$ cat config.mk
export PLATFORM = sky130hd
export DESIGN_NAME = gamepad_pmod_tx
export DESIGN_NICKNAME = d
export VERILOG_FILES = /design/src/rtl/gamepad_pmod_tx_pkg.sv /design/src/rtl/gamepad_pmod_tx_encoder.sv /design/src/rtl/gamepad_pmod_tx.sv
export SDC_FILE = /design/constraint.sdc
export NUM_CORES = 1
export LEC_CHECK = 0
export CORE_MARGIN = 2
export CORE_UTILIZATION = 53
export DETAILED_ROUTE_END_ITERATION = 16
export PLACE_DENSITY = 0.87
export SLEW_MARGIN = 20
export SYNTH_ARGS = -nofsm -noshare
export SYNTH_HDL_FRONTEND = slang
export SYNTH_SLANG_ARGS = --single-unit
$ cat constraint.sdc
create_clock -name clk -period 2.2 [get_ports clk]
set_input_delay 0.44 -clock clk [delete_from_list [all_inputs] [get_ports clk]]
set_output_delay 0.44 -clock clk [all_outputs]
set_load 0.02 [all_outputs]
$ cat src/rtl/gamepad_pmod_tx_pkg.sv
// Shared constants and FSM state type for the Gamepad Pmod transmitter.
// Frame layout and button ordering match the gamepad_pmod receivers.
package gamepad_pmod_tx_pkg;

  localparam int GP_BITS_PER_PAD = 12;
  localparam logic [GP_BITS_PER_PAD-1:0] GP_ABSENT_WORD = 12'hFFF;

  localparam int GP_B      = 11;
  localparam int GP_Y      = 10;
  localparam int GP_SELECT = 9;
  localparam int GP_START  = 8;
  localparam int GP_UP     = 7;
  localparam int GP_DOWN   = 6;
  localparam int GP_LEFT   = 5;
  localparam int GP_RIGHT  = 4;
  localparam int GP_A      = 3;
  localparam int GP_X      = 2;
  localparam int GP_L      = 1;
  localparam int GP_R      = 0;

  typedef enum logic [2:0] {
    ST_IDLE,
    ST_BIT_LO,
    ST_BIT_HI,
    ST_LATCH,
    ST_DONE,
    ST_GAP
  } state_t;

endpackage

$ cat src/rtl/gamepad_pmod_tx_encoder.sv
// Combinational frame-word builder: the inverse of the receiver's decoder.
// Absent pads are sent as all-ones, which the receiver reads as "not connected".
module gamepad_pmod_tx_encoder
  import gamepad_pmod_tx_pkg::*;
#(
  parameter int NUM_PADS = 1
) (
  input  logic [GP_BITS_PER_PAD*NUM_PADS-1:0] buttons,
  input  logic [NUM_PADS-1:0]                 present,
  output logic [GP_BITS_PER_PAD*NUM_PADS-1:0] word
);

  always_comb begin
    word = '0;
    for (int p = 0; p < NUM_PADS; p++) begin
      word[p*GP_BITS_PER_PAD +: GP_BITS_PER_PAD] =
        present[p] ? buttons[p*GP_BITS_PER_PAD +: GP_BITS_PER_PAD] : GP_ABSENT_WORD;
    end
  end

endmodule

$ cat src/rtl/gamepad_pmod_tx.sv
// Gamepad Pmod emulator: serialises a button snapshot onto pmod_data/pmod_clk/pmod_latch.
// Define GAMEPAD_PMOD_TX_AUTO_EN to add the auto_run port and free-running frames with a gap.
module gamepad_pmod_tx
  import gamepad_pmod_tx_pkg::*;
#(
  parameter int NUM_PADS  = 1,
  parameter int CLK_DIV   = 4,
  parameter int FRAME_GAP = 64
) (
  input  logic                                 clk,
  input  logic                                 rst_n,
  input  logic [GP_BITS_PER_PAD*NUM_PADS-1:0]  buttons,
  input  logic [NUM_PADS-1:0]                  present,
  input  logic                                 start,
`ifdef GAMEPAD_PMOD_TX_AUTO_EN
  input  logic                                 auto_run,
`endif
  output logic                                 busy,
  output logic                                 frame_done,
  output logic                                 pmod_data,
  output logic                                 pmod_clk,
  output logic                                 pmod_latch
);

  localparam int FRAME_BITS = GP_BITS_PER_PAD * NUM_PADS;
  localparam int BIT_W      = $clog2(FRAME_BITS);
  // One counter serves both the clock divider and the inter-frame gap.
  localparam int CNT_MAX    = (CLK_DIV > FRAME_GAP) ? CLK_DIV : FRAME_GAP;
  localparam int CNT_W      = $clog2(CNT_MAX + 1);
  localparam logic [CNT_W-1:0] DIV_LAST = CNT_W'(CLK_DIV - 1);
`ifdef GAMEPAD_PMOD_TX_AUTO_EN
  localparam logic [CNT_W-1:0] GAP_LAST = CNT_W'(FRAME_GAP - 1);
`endif

  state_t                  state;
  logic [CNT_W-1:0]        cnt;
  logic [BIT_W-1:0]        bit_cnt;
  logic [FRAME_BITS-1:0]   shreg;
  logic [FRAME_BITS-1:0]   word;
  logic                    launch;

  gamepad_pmod_tx_encoder #(.NUM_PADS(NUM_PADS)) u_encoder (
    .buttons (buttons),
    .present (present),
    .word    (word)
  );

  always_comb begin
    launch = (state == ST_IDLE) && start;
`ifdef GAMEPAD_PMOD_TX_AUTO_EN
    if (state == ST_GAP && (start || (cnt == GAP_LAST && auto_run))) launch = 1'b1;
`endif
  end

  always_ff @(posedge clk) begin
    if (!rst_n) begin
      state      <= ST_IDLE;
      cnt        <= '0;
      bit_cnt    <= '0;
      shreg      <= '0;
      busy       <= 1'b0;
      frame_done <= 1'b0;
      pmod_data  <= 1'b0;
      pmod_clk   <= 1'b0;
      pmod_latch <= 1'b0;
    end else if (launch) begin
      state     <= ST_BIT_LO;
      cnt       <= '0;
      bit_cnt   <= BIT_W'(FRAME_BITS - 1);
      shreg     <= word;
      busy      <= 1'b1;
      pmod_data <= word[FRAME_BITS-1];
    end else begin
      case (state)
        ST_IDLE: frame_done <= 1'b0;
        ST_BIT_LO: begin
          if (cnt == DIV_LAST) begin
            state    <= ST_BIT_HI;
            cnt      <= '0;
            pmod_clk <= 1'b1;
          end else cnt <= cnt + 1'b1;
        end
        ST_BIT_HI: begin
          if (cnt == DIV_LAST) begin
            cnt      <= '0;
            pmod_clk <= 1'b0;
            if (bit_cnt == '0) begin
              state      <= ST_LATCH;
              pmod_data  <= 1'b0;
              pmod_latch <= 1'b1;
            end else begin
              // Data only moves on the falling edge so the receiver never sees it change while clk is high.
              state     <= ST_BIT_LO;
              bit_cnt   <= bit_cnt - 1'b1;
              shreg     <= shreg << 1;
              pmod_data <= shreg[FRAME_BITS-2];
            end
          end else cnt <= cnt + 1'b1;
        end
        ST_LATCH: begin
          if (cnt == DIV_LAST) begin
            state      <= ST_DONE;
            cnt        <= '0;
            pmod_latch <= 1'b0;
            frame_done <= 1'b1;
            busy       <= 1'b0;
          end else cnt <= cnt + 1'b1;
        end
        ST_DONE: begin
          frame_done <= 1'b0;
`ifdef GAMEPAD_PMOD_TX_AUTO_EN
          state <= ST_GAP;
          cnt   <= '0;
`else
          state <= ST_IDLE;
`endif
        end
`ifdef GAMEPAD_PMOD_TX_AUTO_EN
        ST_GAP: begin
          if (cnt == GAP_LAST) state <= ST_IDLE;
          else                 cnt   <= cnt + 1'b1;
        end
`endif
        default: state <= ST_IDLE;
      endcase
    end
  end

endmodule

After elaboration in Yosys (flattened, before gate mapping)
Index checks and enable logic that the tools add are counted.
{"block": "classes", "addsub": 2, "n_eq_ne": 14, "mux": 29, "bitwise": 4, "reduce_logical": 21}
{"operator": "$mux W11", "count": 4}
{"operator": "$mux W4", "count": 4}
{"operator": "$mux W12", "count": 1}
{"operator": "$ne A2 B2 Y1 const B", "count": 6}
{"operator": "$pmux W3 S4", "count": 1}
{"operator": "$reduce_and A4 Y1", "count": 3}
{"operator": "$reduce_bool A2 Y1", "count": 6}
{"operator": "$mux W1", "count": 11}
{"operator": "$mux W3", "count": 3}
{"operator": "$ne A3 B3 Y1 const B", "count": 3}
{"operator": "$reduce_and A3 Y1", "count": 3}
{"operator": "$add A7 B1 Y7 const B", "count": 1}
{"operator": "$eq A7 B2 Y1 const B", "count": 1}
{"operator": "$mux W7", "count": 1}
{"operator": "$eq A3 B2 Y1 const B", "count": 2}
{"operator": "$pmux W1 S2", "count": 3}
{"operator": "$reduce_and A5 Y1", "count": 1}
{"operator": "$logic_not A4 Y1", "count": 1}
{"operator": "$not A1 Y1", "count": 4}
{"operator": "$reduce_and A2 Y1", "count": 2}
{"operator": "$reduce_or A2 Y1", "count": 2}
{"operator": "$sub A4 B1 Y4 const B", "count": 1}
{"operator": "$eq A3 B1 Y1 const B", "count": 1}
{"operator": "$eq A3 B3 Y1 const B", "count": 1}
{"operator": "4 further kinds", "count": 4}
{"block": "totals", "regBits": 30, "in_bits": 16, "output_inout_bits": 5, "word_cells": 81}

Depth between registers and ports, before layout
Gate-level depths: netlist of run 1.
{"block": "depth", "ltp_word": 5, "mapped_depth": 7, "mapped_depth_nobuf": 6}

Modules after synthesis
Synthesis of run 1 repeated with hierarchy kept, for this count alone.
{"block": "hier_totals", "hier_cells": 166, "hier_area_um2": 1471.4}
{"mod": "gamepad_pmod_tx", "n_inst": 1, "cells_each": 153, "area_per_inst_um2": 1372.6, "seq_area_each_um2": 600.6}
{"mod": "gamepad_pmod_tx_encoder", "n_inst": 1, "cells_each": 13, "area_per_inst_um2": 98.8, "seq_area_each_um2": 0.0}

Worst setup path before layout of run 1
OpenSTA, ideal clock, no wires.
{"block": "synth_path", "path_kind": "reg-to-reg", "start": "register cnt[4]", "end": "register shreg[10]", "setup_ps": 135, "t_arrival_ps": 1776, "t_required_ps": 2065, "slack_ps": 289, "path_stages_with_launch": 6, "path_buffers": 1, "period_less_slack_ps": 1911, "cell_sequence": "dfxtp_1 > or4_4 > or4_4 > clkbuf_1 > nand4_1 > o21ai_0"}
{"block": "synth_between", "elab_chain_len": 3}
{"element": "start, declared", "line": "gamepad_pmod_tx.sv:36", "text": "logic [CNT_W-1:0] cnt;"}
{"element": "start signal, assigned", "line": "gamepad_pmod_tx.sv:81", "text": "end else cnt <= cnt + 1'b1;"}
{"element": "start signal, assigned", "line": "gamepad_pmod_tx.sv:98", "text": "end else cnt <= cnt + 1'b1;"}
{"element": "start signal, assigned", "line": "gamepad_pmod_tx.sv:107", "text": "end else cnt <= cnt + 1'b1;"}
{"element": "$eq A7 B2 Y1", "line": "gamepad_pmod_tx.sv:84", "text": "if (cnt == DIV_LAST) begin"}
{"element": "$reduce_bool A2 Y1 (no source line)"}
{"element": "$reduce_and A3 Y1 (no source line)"}
{"element": "end signal, assigned", "line": "gamepad_pmod_tx.sv:70", "text": "shreg <= word;"}
{"element": "end signal, assigned", "line": "gamepad_pmod_tx.sv:95", "text": "shreg <= shreg << 1;"}
{"element": "end, declared", "line": "gamepad_pmod_tx.sv:38", "text": "logic [FRAME_BITS-1:0] shreg;"}
Every way passes these cells.
A chain may end at the register's enable or synchronous reset.

Worst setup path in the final report of run 1
{"block": "layout_path", "start": "register cnt[4]", "end": "register bit_cnt[2]"}
{"block": "layout_between", "elab_chain_len": 2}
{"element": "$eq A7 B2 Y1", "line": "gamepad_pmod_tx.sv:84"}
{"element": "$reduce_and A3 Y1 (no source line)"}
{"element": "end signal, assigned", "line": "gamepad_pmod_tx.sv:69", "text": "bit_cnt <= BIT_W'(FRAME_BITS - 1);"}
{"element": "end signal, assigned", "line": "gamepad_pmod_tx.sv:94", "text": "bit_cnt <= bit_cnt - 1'b1;"}
{"element": "end, declared", "line": "gamepad_pmod_tx.sv:37", "text": "logic [BIT_W-1:0] bit_cnt;"}
Every way passes these cells.

==> flow_summary.json, run 1 <==
{
  "critPathTopFamily": "simple AND/OR/NAND/NOR gates",
  "hold_buffers": 0,
  "setup_total_negative_slack_ns": 0,
  "post-synth-top-area-fraction_pct": 41.13,
  "final_cells": 223,
  "p_leak_nw": 0.6419,
  "hpwl_um": 2353,
  "worst_hold_path.endpoint": "shreg[4]$_SDFFE_PN0P_",
  "whs_path_depth": 2,
  "postSynthAreaPerCell_um2": 8.796,
  "critical-path-slowest-cell": "or4_4",
  "first_pass_iters": 4,
  "pre_cts_ws_ns": 0.07687,
  "dieHeight_um": 56.49,
  "grt_first_pass_wirelength_um": 5609,
  "report.final.hold_viol_count": 0,
  "cts_tree": "built",
  "final_net_count": 209,
  "post-cts-setup-buffer-count": 0,
  "synthDominantAreaCellType": "dfxtp_1",
  "crit_chain": "or4_4, or4_4, or3_1, a21oi_1",
  "clock_latency_ns": 0.32,
  "synth.net_count": 184,
  "worst_hold_startpoint": "shreg[4]$_SDFFE_PN0P_",
  "cp_common_cell": "or4_4",
  "slew_headroom_pct": 61.47,
  "syn-instance-count": 166,
  "finalCritPeriodShare_pct": 90.12,
  "rd_place_congestion": 0.8715,
  "design.die.area_um2": 3191,
  "crit-reg2reg-launch": "cnt[4]$_SDFFE_PP0P_",
  "floorplan.initialDensity_pct": 54.35,
  "cp.buffers_inverters": 0,
  "synthMuxAreaShare_pct": 0.6855,
  "crit_required_ns": 2.45,
  "worst_ir_drop_vdd_mv": 0.6479,
  "seq_area_frac_synth_pct": 41.13,
  "wire_per_inst_um": 14.62,
  "pwr_density_cell_nw_per_um2": 637.9,
  "launching_element_type_of_the_critical_path": "register",
  "fmax_mhz": 504.4,
  "max-cap-violations": 0,
  "drtIter0Drc": 124,
  "drt-total-wl_um": 3261,
  "cts_max_level": 2,
  "min_path_type": "reg -> reg",
  "synthSimpleGateAreaFrac_pct": 28.45,
  "timing.final.max_slew_violations": 0,
  "outcome": "finished, final reports clean",
  "finalWorstPathRequiredPeriod_ns": 1.983,
  "critical_path_arrival_ns": 2.24,
  "grt_pass1_vias": 1290,
  "cts_max_path_buffers": 2,
  "synth-warning-count": 0,
  "crit_type": "reg -> reg",
  "finalClockSkew_ns": 0.01191,
  "final_critical_path_setup_slack_ns": 0.2174,
  "asyncSetResetFlopFracSynth_pct": 0,
  "ff2ff_path_depth": 4,
  "synthXorXnorAreaFrac_pct": 3.599,
  "layout-area-overhead-vs-synth_pct": 25.36,
  "die-width_um": 56.49,
  "post_synthesis_share_of_cell_area_spent_on_full_adders_half_adders_and_majority_gates_pct": 1.714,
  "worst_setup_path_end_kind": "register",
  "post_cts_resized": 0,
  "synth_enable_flop_cells": 0,
  "core_um2": 2686,
  "tritoncts.num_buffers": 5,
  "placed_cells_incl_taps": 215,
  "cts.sinks": 30,
  "detailed_route_drc_error_count": 0,
  "critical_path.reg2reg.endpoint": "bit_cnt[2]$_SDFFE_PP0P_",
  "rrSetupSlack_ns": 0.22,
  "synth.cell_area_um2": 1460,
  "clk_pin_slew_ns": 0.10,
  "antenna_found_initial": 0,
  "synthTopCellsByArea": "dfxtp_1 41%, nand4_1 5.6%, nand3b_1 5.1%",
  "synth.ff_latch_count": 30,
  "root_buffer": "clkbuf_4",
  "timing.final.setup_violations": 0,
  "commonest_register_cell_after_synthesis": "dfxtp_1",
  "grt_max_degree": 27,
  "antenna-diode-count": 0,
  "grt_usage_pct": 22.47,
  "setup_repair_after_global_routing_missed_its_margin": "no",
  "drive_above_1_share_pct": 14.06,
  "num_rows": 19,
  "synth_compound_gate_area_share_pct": 19.37,
  "antenna_left": 0,
  "io_buffer_count": 20,
  "critical-path-max-stage-delay_ns": 0.58,
  "avgViaCountPerCell": 6.067,
  "synth_top_family_by_area": "simple AND/OR/NAND/NOR gates",
  "detailed_route_via_count": 1353,
  "design.portCount": 21,
  "path_max_fanout": 5,
  "grt_ovf": 0,
  "worst-slew-pin-transition_ns": 0.5726,
  "yosys_cell_types": 41
}
[synthesized netlist by cell type, types with 2 or more instances]
cell       count
or4_4          2
nand3_1        4
a2111oi_0      2
o21ai_0       11
ha_1           2
buf_1          2
a211oi_1       3
nand4_1       13
a31oi_1        3
nor3_1         5
nor3b_1        4
nor2b_1        2
nand3b_1      10
o211ai_1      10
xor2_1         5
a21oi_1        7
dfxtp_1       30
clkbuf_1       8
nand2_1        5
buf_2          2
inv_1          6
nor2_1        11
[final cells by class]
| type | count | area [um2] |
|---|---|---|
| clock buffer | 5 | 37.54 |
| clock inverter | 3 | 40.04 |
| fill | 213 | 855.8 |
| inverter | 7 | 26.28 |
| multi-input combinational | 117 | 799.5 |
| sequential | 30 | 600.6 |
| tap | 31 | 38.79 |
| timing repair buffer | 30 | 287.8 |
[worst register-to-register path, stage by stage (launching register included)]
cell and delay (ns):
dfxtp_1 0.35, or4_4 0.58, or4_4 0.54, or3_1 0.31
a21oi_1 0.13
[through the flow]
step	total power [mW]	util (%)	hold slack, ns	cell area (um2)
after floorplan	0.6861	-	0.4414	1460
after global placement	0.7467	65.07	0.4569	1748
after detailed placement	0.7543	65.07	0.4606	1748
after CTS	1.175	67.96	0.4750	1826
after global routing	1.220	68.14	0.5047	1831
final	1.168	68.14	0.4724	1831
[flip-flops by register name (all words and copies together) (netlist names)]
name,flops
frame_done,1
cnt,7
bit_cnt,4
shreg,11
busy,1
pmod_data,1
pmod_latch,1
state,3
pmod_clk,1
[kinds of logic after synthesis]
group | count (synthesis)
xor+xnor | 6
buf+inv | 19
flops | 30
mux | 1
compound gates | 43
fa+ha+maj | 2
simple gates | 65
[power by group]
part           switching (mW)  leakage (nW)  total [mW]  internal (mW)
logic                  0.0799         0.352       0.161         0.0811
clock network           0.187        0.0450       0.423          0.235
registers              0.0163         0.245       0.584          0.568
total                   0.284         0.642        1.17          0.884
[how the worst max path moves through the flow]
stage               cells after the start  slack (ns)                     from                       to
finish                                  4        0.22      cnt[4]$_SDFFE_PP0P_  bit_cnt[2]$_SDFFE_PP0P_
global route                            5        0.14      cnt[0]$_SDFFE_PP0P_  bit_cnt[2]$_SDFFE_PP0P_
CTS                                     6        0.13  bit_cnt[0]$_SDFFE_PN0P_    shreg[9]$_SDFFE_PN0P_
detailed placement                      5        0.08                    start    shreg[6]$_SDFFE_PN0P_
global placement                        5        0.12                    start   shreg[10]$_SDFFE_PN0P_
floorplan                               5        0.29      cnt[4]$_SDFFE_PP0P_   shreg[10]$_SDFFE_PN0P_
[placed cells by master, fill, tap and decap left out, types with 2 or more instances in the layout]
master            n
buf_4             9
ha_1              2
o211ai_1         10
dfxtp_1          30
a21oi_1           7
or4_4             2
o21ai_0          11
nor3_1            5
inv_1             6
nor3b_1           3
xor2_1            5
nor2_1           11
nand2_1           5
a2111oi_0         2
nand4_1          13
clkbuf_4          5
clkinv_2          2
a211oi_1          3
clkdlybuf4s50_1  20
a31oi_1           3
nor2b_1           2
nand3b_1         10
nand3_1           4
[routing by layer]
metal	track usage, %	vias up	share of wire [%]
met5	0	-	0
met4	7.823	0	1.9
met3	6.682	10	6.5
met2	37.87	51	50
met1	27.03	619	41
li1	-	673	-
No activity file was read; power rests on OpenSTA's default activity.
==> run 2: changes to the inputs <==
--- a/config.mk
+++ b/config.mk
@@ -5,10 +5,12 @@
 export SDC_FILE = /design/constraint.sdc
 export NUM_CORES = 1
 export LEC_CHECK = 0
+export ABC_CLOCK_PERIOD_IN_PS = 2200
 export CORE_MARGIN = 2
 export CORE_UTILIZATION = 53
 export DETAILED_ROUTE_END_ITERATION = 16
 export PLACE_DENSITY = 0.87
+export SKIP_CTS_REPAIR_TIMING = 1
 export SLEW_MARGIN = 20
 export SYNTH_ARGS = -nofsm -noshare
 export SYNTH_HDL_FRONTEND = slang
==> results of run 2 <==
The final DEF is identical to that of run 1; final timing and power are the same.
